[config.mk]
export PLATFORM = sky130hd
export DESIGN_NAME = dio_sdram_bridge
export DESIGN_NICKNAME = d
export VERILOG_FILES = /design/src/rtl/dio_sdram_bridge_pkg.sv /design/src/rtl/dio_sdram_bridge_fifo.sv /design/src/rtl/dio_sdram_bridge.sv
export SDC_FILE = /design/constraint.sdc
export NUM_CORES = 1
export LEC_CHECK = 0
export ABC_AREA = 1
export ABC_CLOCK_PERIOD_IN_PS = 3700
export CELL_PAD_IN_SITES_DETAIL_PLACEMENT = 0
export CELL_PAD_IN_SITES_GLOBAL_PLACEMENT = 1
export CORE_UTILIZATION = 39
export DETAILED_ROUTE_END_ITERATION = 8
export GPL_ROUTABILITY_DRIVEN = 0
export GPL_TIMING_DRIVEN = 0
export PLACE_DENSITY_LB_ADDON = 0.12
export SLEW_MARGIN = 15
export SYNTH_ARGS = -nofsm -noshare
export SYNTH_HDL_FRONTEND = slang
export SYNTH_SLANG_ARGS = --single-unit
[constraint.sdc]
create_clock -name clk -period 3.7 [get_ports clk]
set_input_delay 0.37 -clock clk [delete_from_list [all_inputs] [get_ports clk]]
set_output_delay 0.37 -clock clk [all_outputs]
set_load 0.01 [all_outputs]
[src/rtl/dio_sdram_bridge_pkg.sv]
// Shared types and constants for the data_io -> SDRAM download bridge.
package dio_sdram_bridge_pkg;

    typedef enum logic [1:0] {
        ST_IDLE,
        ST_LOAD,
        ST_WRITE
    } bridge_state_t;

    // FIFO entry is {addr[13:0], data[7:0]}
    localparam int          ENTRY_W      = 22;
    localparam logic [15:0] DEF_ROM_BASE = 16'hC000;

endpackage

[src/rtl/dio_sdram_bridge_fifo.sv]
// Small synchronous register FIFO buffering download bytes ahead of the SDRAM writer.
module dio_fifo
    import dio_sdram_bridge_pkg::*;
#(
    parameter int DEPTH = 4,
    parameter int W     = ENTRY_W
) (
    input  logic                     clk,
    input  logic                     reset,
    input  logic                     flush,
    input  logic                     push,
    input  logic                     pop,
    input  logic [W-1:0]             din,
    output logic [W-1:0]             dout,
    output logic                     full,
    output logic                     empty,
    output logic [$clog2(DEPTH):0]   count
);

    localparam int AW = $clog2(DEPTH);

    logic [W-1:0]  mem [DEPTH];
    logic [AW-1:0] rd_ptr;
    logic [AW-1:0] wr_ptr;

    // A push accompanying a flush becomes the sole entry of the emptied FIFO
    always_ff @(posedge clk) begin
        if (reset) begin
            rd_ptr <= '0;
            wr_ptr <= '0;
            count  <= '0;
        end else if (flush) begin
            rd_ptr <= '0;
            wr_ptr <= AW'(push);
            count  <= (AW+1)'(push);
        end else begin
            if (push) wr_ptr <= wr_ptr + 1'b1;
            if (pop)  rd_ptr <= rd_ptr + 1'b1;
            case ({push, pop})
                2'b10:   count <= count + 1'b1;
                2'b01:   count <= count - 1'b1;
                default: count <= count;
            endcase
        end
    end

    always_ff @(posedge clk) begin
        if (push) mem[flush ? '0 : wr_ptr] <= din;
    end

    assign dout  = mem[rd_ptr];
    assign full  = (count == (AW+1)'(DEPTH));
    assign empty = (count == '0);

endmodule

[src/rtl/dio_sdram_bridge.sv]
// Streams data_io ROM download bytes into SDRAM; passes CPU requests through when idle.
module dio_sdram_bridge
    import dio_sdram_bridge_pkg::*;
#(
    parameter int          FIFO_DEPTH = 4,
    parameter int          WR_HOLD    = 2,
    parameter logic [15:0] ROM_BASE   = DEF_ROM_BASE
) (
    input  logic        clk,
    input  logic        reset,
    input  logic        dio_download,
    input  logic        dio_write,
    input  logic [24:0] dio_addr,
    input  logic [7:0]  dio_data,
    input  logic [15:0] cpu_addr,
    input  logic [7:0]  cpu_din,
    input  logic        cpu_we,
    input  logic        cpu_oe,
    output logic [24:0] sd_addr,
    output logic [7:0]  sd_din,
    output logic        sd_we,
    output logic        sd_oe,
    output logic        busy,
    output logic        rom_loaded,
    output logic [15:0] byte_count,
    output logic        overflow
);

    localparam int HW = $clog2(WR_HOLD) + 1;

    bridge_state_t state, state_nxt;

    logic [ENTRY_W-1:0]           head;
    logic [13:0]                  ent_addr;
    logic [7:0]                   ent_data;
    logic [HW-1:0]                hold_cnt;
    logic                         dl_q;
    logic                         clr_pend;
    logic                         loaded_q;
    logic                         fifo_full;
    logic                         fifo_empty;
    logic [$clog2(FIFO_DEPTH):0]  fifo_count;

    logic dl_rise, is_idle, do_clear, pop, push, drop, write_done, load_done;
    logic unused_addr_hi;

    assign unused_addr_hi = ^dio_addr[24:14];

    assign dl_rise    = dio_download & ~dl_q;
    assign is_idle    = (state == ST_IDLE);
    // A new download only resets bookkeeping once the in-flight byte has landed
    assign do_clear   = (dl_rise | clr_pend) & is_idle;
    assign pop        = is_idle & ~fifo_empty & ~do_clear;
    assign push       = dio_write & (do_clear | ~fifo_full | pop);
    assign drop       = dio_write & fifo_full & ~pop & ~do_clear;
    assign write_done = (state == ST_WRITE) && (hold_cnt == HW'(WR_HOLD - 1));

    assign busy       = dio_download | (fifo_count != '0) | ~is_idle;
    assign load_done  = ~dio_download & fifo_empty & is_idle & (byte_count != '0) & ~overflow;
    // Combinational term lets rom_loaded rise in the same cycle busy falls
    assign rom_loaded = loaded_q | load_done;

    dio_fifo #(
        .DEPTH (FIFO_DEPTH),
        .W     (ENTRY_W)
    ) u_fifo (
        .clk   (clk),
        .reset (reset),
        .flush (do_clear),
        .push  (push),
        .pop   (pop),
        .din   ({dio_addr[13:0], dio_data}),
        .dout  (head),
        .full  (fifo_full),
        .empty (fifo_empty),
        .count (fifo_count)
    );

    always_comb begin
        state_nxt = state;
        case (state)
            ST_IDLE:  if (pop) state_nxt = ST_LOAD;
            ST_LOAD:  state_nxt = ST_WRITE;
            ST_WRITE: if (write_done) state_nxt = ST_IDLE;
            default:  state_nxt = ST_IDLE;
        endcase
    end

    always_ff @(posedge clk) begin
        if (reset) begin
            state      <= ST_IDLE;
            hold_cnt   <= '0;
            ent_addr   <= '0;
            ent_data   <= '0;
            dl_q       <= 1'b0;
            clr_pend   <= 1'b0;
            byte_count <= '0;
            overflow   <= 1'b0;
            loaded_q   <= 1'b0;
        end else begin
            state    <= state_nxt;
            dl_q     <= dio_download;
            clr_pend <= (dl_rise | clr_pend) & ~is_idle;
            hold_cnt <= (state == ST_WRITE) ? hold_cnt + 1'b1 : '0;
            if (pop) {ent_addr, ent_data} <= head;

            if (do_clear)        byte_count <= '0;
            else if (write_done) byte_count <= byte_count + 1'b1;

            if (do_clear)  overflow <= 1'b0;
            else if (drop) overflow <= 1'b1;

            if (do_clear)       loaded_q <= 1'b0;
            else if (load_done) loaded_q <= 1'b1;
        end
    end

    always_comb begin
        if (!busy) begin
            sd_addr = {9'd0, cpu_addr};
            sd_din  = cpu_din;
            sd_we   = cpu_we;
            sd_oe   = cpu_oe;
        end else begin
            sd_addr = {9'd0, ROM_BASE[15:14], ent_addr};
            sd_din  = ent_data;
            sd_we   = (state == ST_WRITE);
            sd_oe   = ~is_idle;
        end
    end

endmodule
-- Yosys cells after proc, flatten, opt, wreduce, memory -nomap -nowiden
Memory sizes are Yosys's and may differ from the RTL's. A register that Yosys moved wholly into a read port is not among the register bits.
Cells that the tools add are included.
- $add $sub $neg: 6
- equality and inequality tests: 8
- mux-type cells: 14
- bitwise logic cells: 28
- reduce and logical (&&, ||, !) cells: 11
- operator list (operator ; count):
    adder 16 x 1 -> 16 bit (second input constant) ; 1
    2-to-1 mux 16 bit ; 1
    nonzero test 16 bit ; 1
    bitwise AND 1 bit ; 13
    NOT 1 bit ; 9
    2-to-1 mux 8 bit ; 1
    2-to-1 mux 1 bit ; 7
    adder 2 x 1 -> 2 bit (second input constant) ; 3
    == test 2 x 1 -> 1 bit (second input constant) ; 3
    2-to-1 mux 2 bit ; 3
    bitwise OR 1 bit ; 6
    case mux 2 bit (3 select lines) ; 1
    case mux 3 bit (2 select lines) ; 1
    nonzero test 3 bit ; 2
    == test 2 bit (second input constant) ; 2
    nonzero test 2 bit ; 2
    OR reduction 2 bit ; 2
    adder 3 x 1 -> 3 bit (second input constant) ; 1
    == test 3 bit (second input constant) ; 1
    zero test 3 bit ; 1
    subtractor 3 x 1 -> 3 bit (second input constant) ; 1
    zero test 2 bit ; 1
    != test 2 x 1 -> 1 bit (second input constant) ; 1
    != test 2 bit (second input constant) ; 1
    other kinds (2) ; 2
- flip-flop bits (word level): 31
- RAM bits: 88
- memories: 1
- memory list (name ; words ; width ; rd ports ; clocked after Yosys merged registers in ; wr ports ; line ; text):
    u_fifo.mem ; 4 ; 22 ; 1 ; 1 ; 1 ; dio_sdram_bridge_fifo.sv:22 ; logic [W-1:0] mem [DEPTH];

-- Depth between registers and ports, before layout
- word-level depth: 11
- depth in mapped cells: 10

-- Cells and area by module
Synthesis repeated with hierarchy kept, for this count alone.
- cell total of the unflattened synthesis: 624
- area total of the unflattened synthesis: 6119.6 um^2
- modules (own cells, without submodules) (module ; times used ; cells an instance ; area an instance (um^2) ; sequential area each (um^2)):
    dio_fifo ; 1 ; 272 ; 3726.1 ; 2822.7
    dio_sdram_bridge ; 1 ; 352 ; 2393.5 ; 920.9

-- Least setup slack after synthesis
Ideal clock, no wire load.
- kind: input-to-reg
- start: input port dio_download
- end: memory u_fifo.mem[2][0] (netlist name), enable pin
- setup time: 0.457 ns
- arrival: 2.843 ns
- setup slack: 0.400 ns
- stages on the path: 3
- path through: a21oi_4 -> nor2_4 -> nor4_1
- longest elaborated chain between the ends: 9
- elaborated cells on any way between the ends: 11
- classes of those cells: mux: 3; bitwise: 8
- RTL lines (item ; line ; text):
    start: declaration ; dio_sdram_bridge.sv:11 ; input logic dio_download,
    bitwise AND 1 bit * ; dio_sdram_bridge.sv:49 ; assign dl_rise = dio_download & ~dl_q;
    bitwise OR 1 bit * ; dio_sdram_bridge.sv:52 ; assign do_clear = (dl_rise | clr_pend) & is_idle;
    bitwise AND 1 bit * ; dio_sdram_bridge.sv:52 ;
    NOT 1 bit ; dio_sdram_bridge.sv:53 ; assign pop = is_idle & ~fifo_empty & ~do_clear;
    bitwise AND 1 bit ; dio_sdram_bridge.sv:53 ;
    bitwise OR 1 bit ; dio_sdram_bridge.sv:54 ; assign push = dio_write & (do_clear | ~fifo_full | pop);
    bitwise AND 1 bit ; dio_sdram_bridge.sv:54 ;
    2-to-1 mux 1 bit (2 in series) ; dio_sdram_bridge_fifo.sv:48 ; if (push) mem[flush ? '0 : wr_ptr] <= din;
    end: declaration ; dio_sdram_bridge_fifo.sv:22 ;
Mark *: on every way between the ends. The rest lies on a longest branch, timed or not.

-- Final worst setup path
- start: register u_fifo.count[0]
- end: output port sd_addr[4]
- longest elaborated chain between the ends: 4
- RTL lines (item ; line ; text):
    start: declaration ; dio_sdram_bridge_fifo.sv:17 ; output logic [$clog2(DEPTH):0] count
    start signal: assignment ; dio_sdram_bridge_fifo.sv:35 ; count <= (AW+1)'(push);
    start signal: assignment ; dio_sdram_bridge_fifo.sv:40 ; 2'b10: count <= count + 1'b1;
    start signal: assignment ; dio_sdram_bridge_fifo.sv:41 ; 2'b01: count <= count - 1'b1;
    nonzero test 3 bit ; dio_sdram_bridge.sv:58 ; assign busy = dio_download | (fifo_count != '0) | ~is_idle;
    bitwise OR 1 bit (2 in series) ; dio_sdram_bridge.sv:58 ;
    2-to-1 mux 16 bit ; dio_sdram_bridge.sv:119 ; if (!busy) begin
    end: declaration ; dio_sdram_bridge.sv:19 ; output logic [24:0] sd_addr,
No other way between the ends.

==> key figures <==
Logic synthesis
  • Mapped cell area: between 5000 and 6000 sq um
  • Cell with the most instances after synthesis: nand2_1
  • Commonest cells post-synth: nand2_1 (155), edfxtp_1 (88), nor2_1 (88)
  • Yosys cell types: 33
  • Seq/Total Area, Yosys: around 62%
  • Number of synthesized flops with an enable pin: 88
  • Mapped Avg Cell Area: 9.417 sq um
  • Top-area cell type share of the netlist area: about 44%
  • Synth Warn #: 0
  • Synth area leaders: edfxtp_1 (44%), dfxtp_1 (18%), nand2_1 (9.7%)
  • Ys async rst share: 0%
  • Post-synthesis register bit count: approximately 140
  • Synth area leader: edfxtp_1
  • Synth Instances: 635
  • Main flop type after synthesis: edfxtp_1

Worst setup path
  • CP endpoint kind: output port
  • CP max FO: 10
  • Critical Path Source Type: flip-flop
  • CP Class: reg -> out
  • Critical Path RT: 3.33 ns
  • Crit path DAT: around 2.5 ns

Final layout
  • Final nets: 830
  • Final Core Density: ~53%
  • Share of cells above drive strength 1: between 10% and 20%
  • Area delta synth->final: 30.86%
  • Fillers: approximately 1400
  • Antenna Cells: 0

Floorplan
  • Core Area: between 10000 and 15000 sq um
  • Starting Density: 40.53%
  • Die Width: between 100 and 150 um
  • Top-level port count: about 120
  • Die area: around 16000 sq um
  • Rows: 44
  • Die Height: 125.8 um

Power and ir drop
  • Max VDD drop: roughly 0.31 mV
  • Leak: 2.874 nW
  • Cell area power density: about 570 nW/um^2

CTS
  • Clock Tree Buf Depth: 2
  • CTS tree: yes
  • Post-CTS resize count: 0
  • Cts hold-fix bufs: 0
  • Worst skew pair latency: 0.42 ns
  • Clock Tree Root: clkbuf_16
  • CTS Buf Count: 17
  • CTS sink cnt: between 100 and 150
  • H-tree Lvls: 4
  • Post-CTS Setup Inserts: 0
  • Worst-path clk slew: ~0.060 ns

Detailed routing
  • DR vias/cell: 4.765
  • Wire length on met1: 6652 um
  • DRC: 0
  • Wire length on met3: 558 um
  • Top Layer Used: met4
  • Wirelength, routed: about 14000 um
  • Vias: ~4600
  • First drt pass iteration count: 4
  • ANT nets after route: 0
  • WL met2: between 6000 and 7000 um
  • WL per Instance: about 15 um
  • Initial drt markers: around 280

Timing
  • Worst hold slack: 0.4327 ns
  • Max Slew Vio Count: 0
  • Final hold vios: 0
  • Slew @ Worst Pin: 1.029 ns
  • Relative slew slack: between 30 and 40%
  • FMAX: 351.2 MHz
  • RSZ-0062 raised after global routing: false
  • Setup Skew: approximately 0.013 ns
  • Final Cycle Share: 76.95%
  • Minimum clock period: ~2.8 ns
  • Setup-failing EPs final: 0

Global routing
  • Antenna violations before repair: 0
  • Largest net degree at the start of global routing: 23
  • Grt ovf: 0
  • Via count of the first global-routing pass: ~4500
  • Total track usage: a little under a fifth
  • First-pass GRT wire length: ~23000 um

Run status
  • Outcome: completed

Flow run
  • MaxCap Viol Count: 0

Place
  • HPWL after detailed placement: ~10000 um
  • I/O Buffers: 96

Hold path
  • Hold Crit Class: reg -> reg
-- critical path: stages (launching register included) --
cell             delay, ns
dfxtp_1               0.33
nor2_2                0.17
nand2_2               0.13
nor3_4                0.37
inv_2                 0.17
buf_2                 0.23
nand2_1               0.12
nand2_1               0.06
clkdlybuf4s50_1       0.47
-- worst paths after layout --
kind | startpoint | to | slack [ns] | cells past startpoint
setup / recovery | u_fifo.count[0] | sd_addr[4] | 0.85 | 8
hold / removal | hold_cnt[0] | hold_cnt[0] | 0.43 | 1
setup reg to reg | state[1] | u_fifo.mem[1][9] | 1.18 | 9
hold reg to reg | hold_cnt[0] | hold_cnt[0] | 0.43 | 1
-- per-stage QoR --
step,instance area [sq um],power [mW],setup WS [ns],setup TNS [ns],instances
2_1_floorplan,6010,2.437,0.4002,0,643
3_3_place_gp,7201,2.876,-1.867,-61.83,923
3_5_place_dp,7256,2.896,0.7839,0,928
4_1_cts,7825,4.542,0.7817,0,959
5_1_grt,7825,4.710,0.6297,0,959
6_report,7825,4.496,0.8527,0,959
-- layer usage --
metal  vias up  global-route usage [%]
met2       113                   32.55
li1       2346                       -
met1      2095                   23.42
met4         0                   8.717
met5         -                       0
met3        16                   4.078
-- sequential cells by signal (all words and copies together), names as in the netlist --
register / flops
u_fifo.mem: 88
u_fifo.wr_ptr: 2
ent_addr: 14
dl_q: 1
loaded_q: 1
state: 2
hold_cnt: 2
overflow: 1
clr_pend: 1
u_fifo.count: 3
byte_count: 16
u_fifo.rd_ptr: 2
ent_data: 8
-- power breakdown --
group	switching (mW)	internal, mW	leakage [nW]
clock	0.649	0.989	0.278
combinational	0.606	0.417	1.36
sequential	0.0470	1.79	1.24
total	1.30	3.19	2.87
-- cells in the final DEF (no fill, tap or decap), types with 2 or more instances in the layout --
cell type	synthesis	layout
nor2_1	88	87
nor2_4	4	5
nor2_2	2	2
nand2_2	2	2
clkinv_1	1	2
clkbuf_16	0	17
o21ai_0	66	66
clkinv_2	0	3
or2_1	3	3
conb_1	1	9
clkdlybuf4s50_1	0	96
ha_1	3	3
buf_2	13	15
xor2_1	3	3
clkinv_4	0	2
a21oi_1	41	41
nand3_1	16	16
clkbuf_1	11	11
nand3_2	2	2
buf_4	11	13
o21ai_1	9	9
inv_6	0	4
dfxtp_1	53	53
nand4_1	5	5
inv_2	6	6
edfxtp_1	88	88
nor3_1	8	7
inv_1	35	35
nand2_1	155	155
bufinv_16	0	2
-- kinds of logic after synthesis --
| group | count (synthesis) | synth area share, % |
|---|---|---|
| and+or+nand+nor | 292 | 20.82 |
| DFF | 141 | 61.94 |
| AOI/OAI and AO/OA | 117 | 9.981 |
| buffers and inverters | 77 | 5.796 |
| adders and majority gates | 4 | 0.9626 |
| xor gates and xnor gates | 3 | 0.4395 |
| other | 1 | 0.06271 |
-- area by class of cell --
cell class                      count  area, sq um  area share [%]
Tap cell                          184        230.2           2.942
Sequential cell                   141         3704           47.33
Multi-Input combinational cell    425         1978           25.28
Buffer                             35        188.9           2.414
Clock buffer                       17        425.4           5.437
Inverter                           42        157.7           2.015
Timing Repair Buffer              101        997.2           12.74
Clock inverter                     14        143.9           1.839
Power figures use the tool's default switching activity.
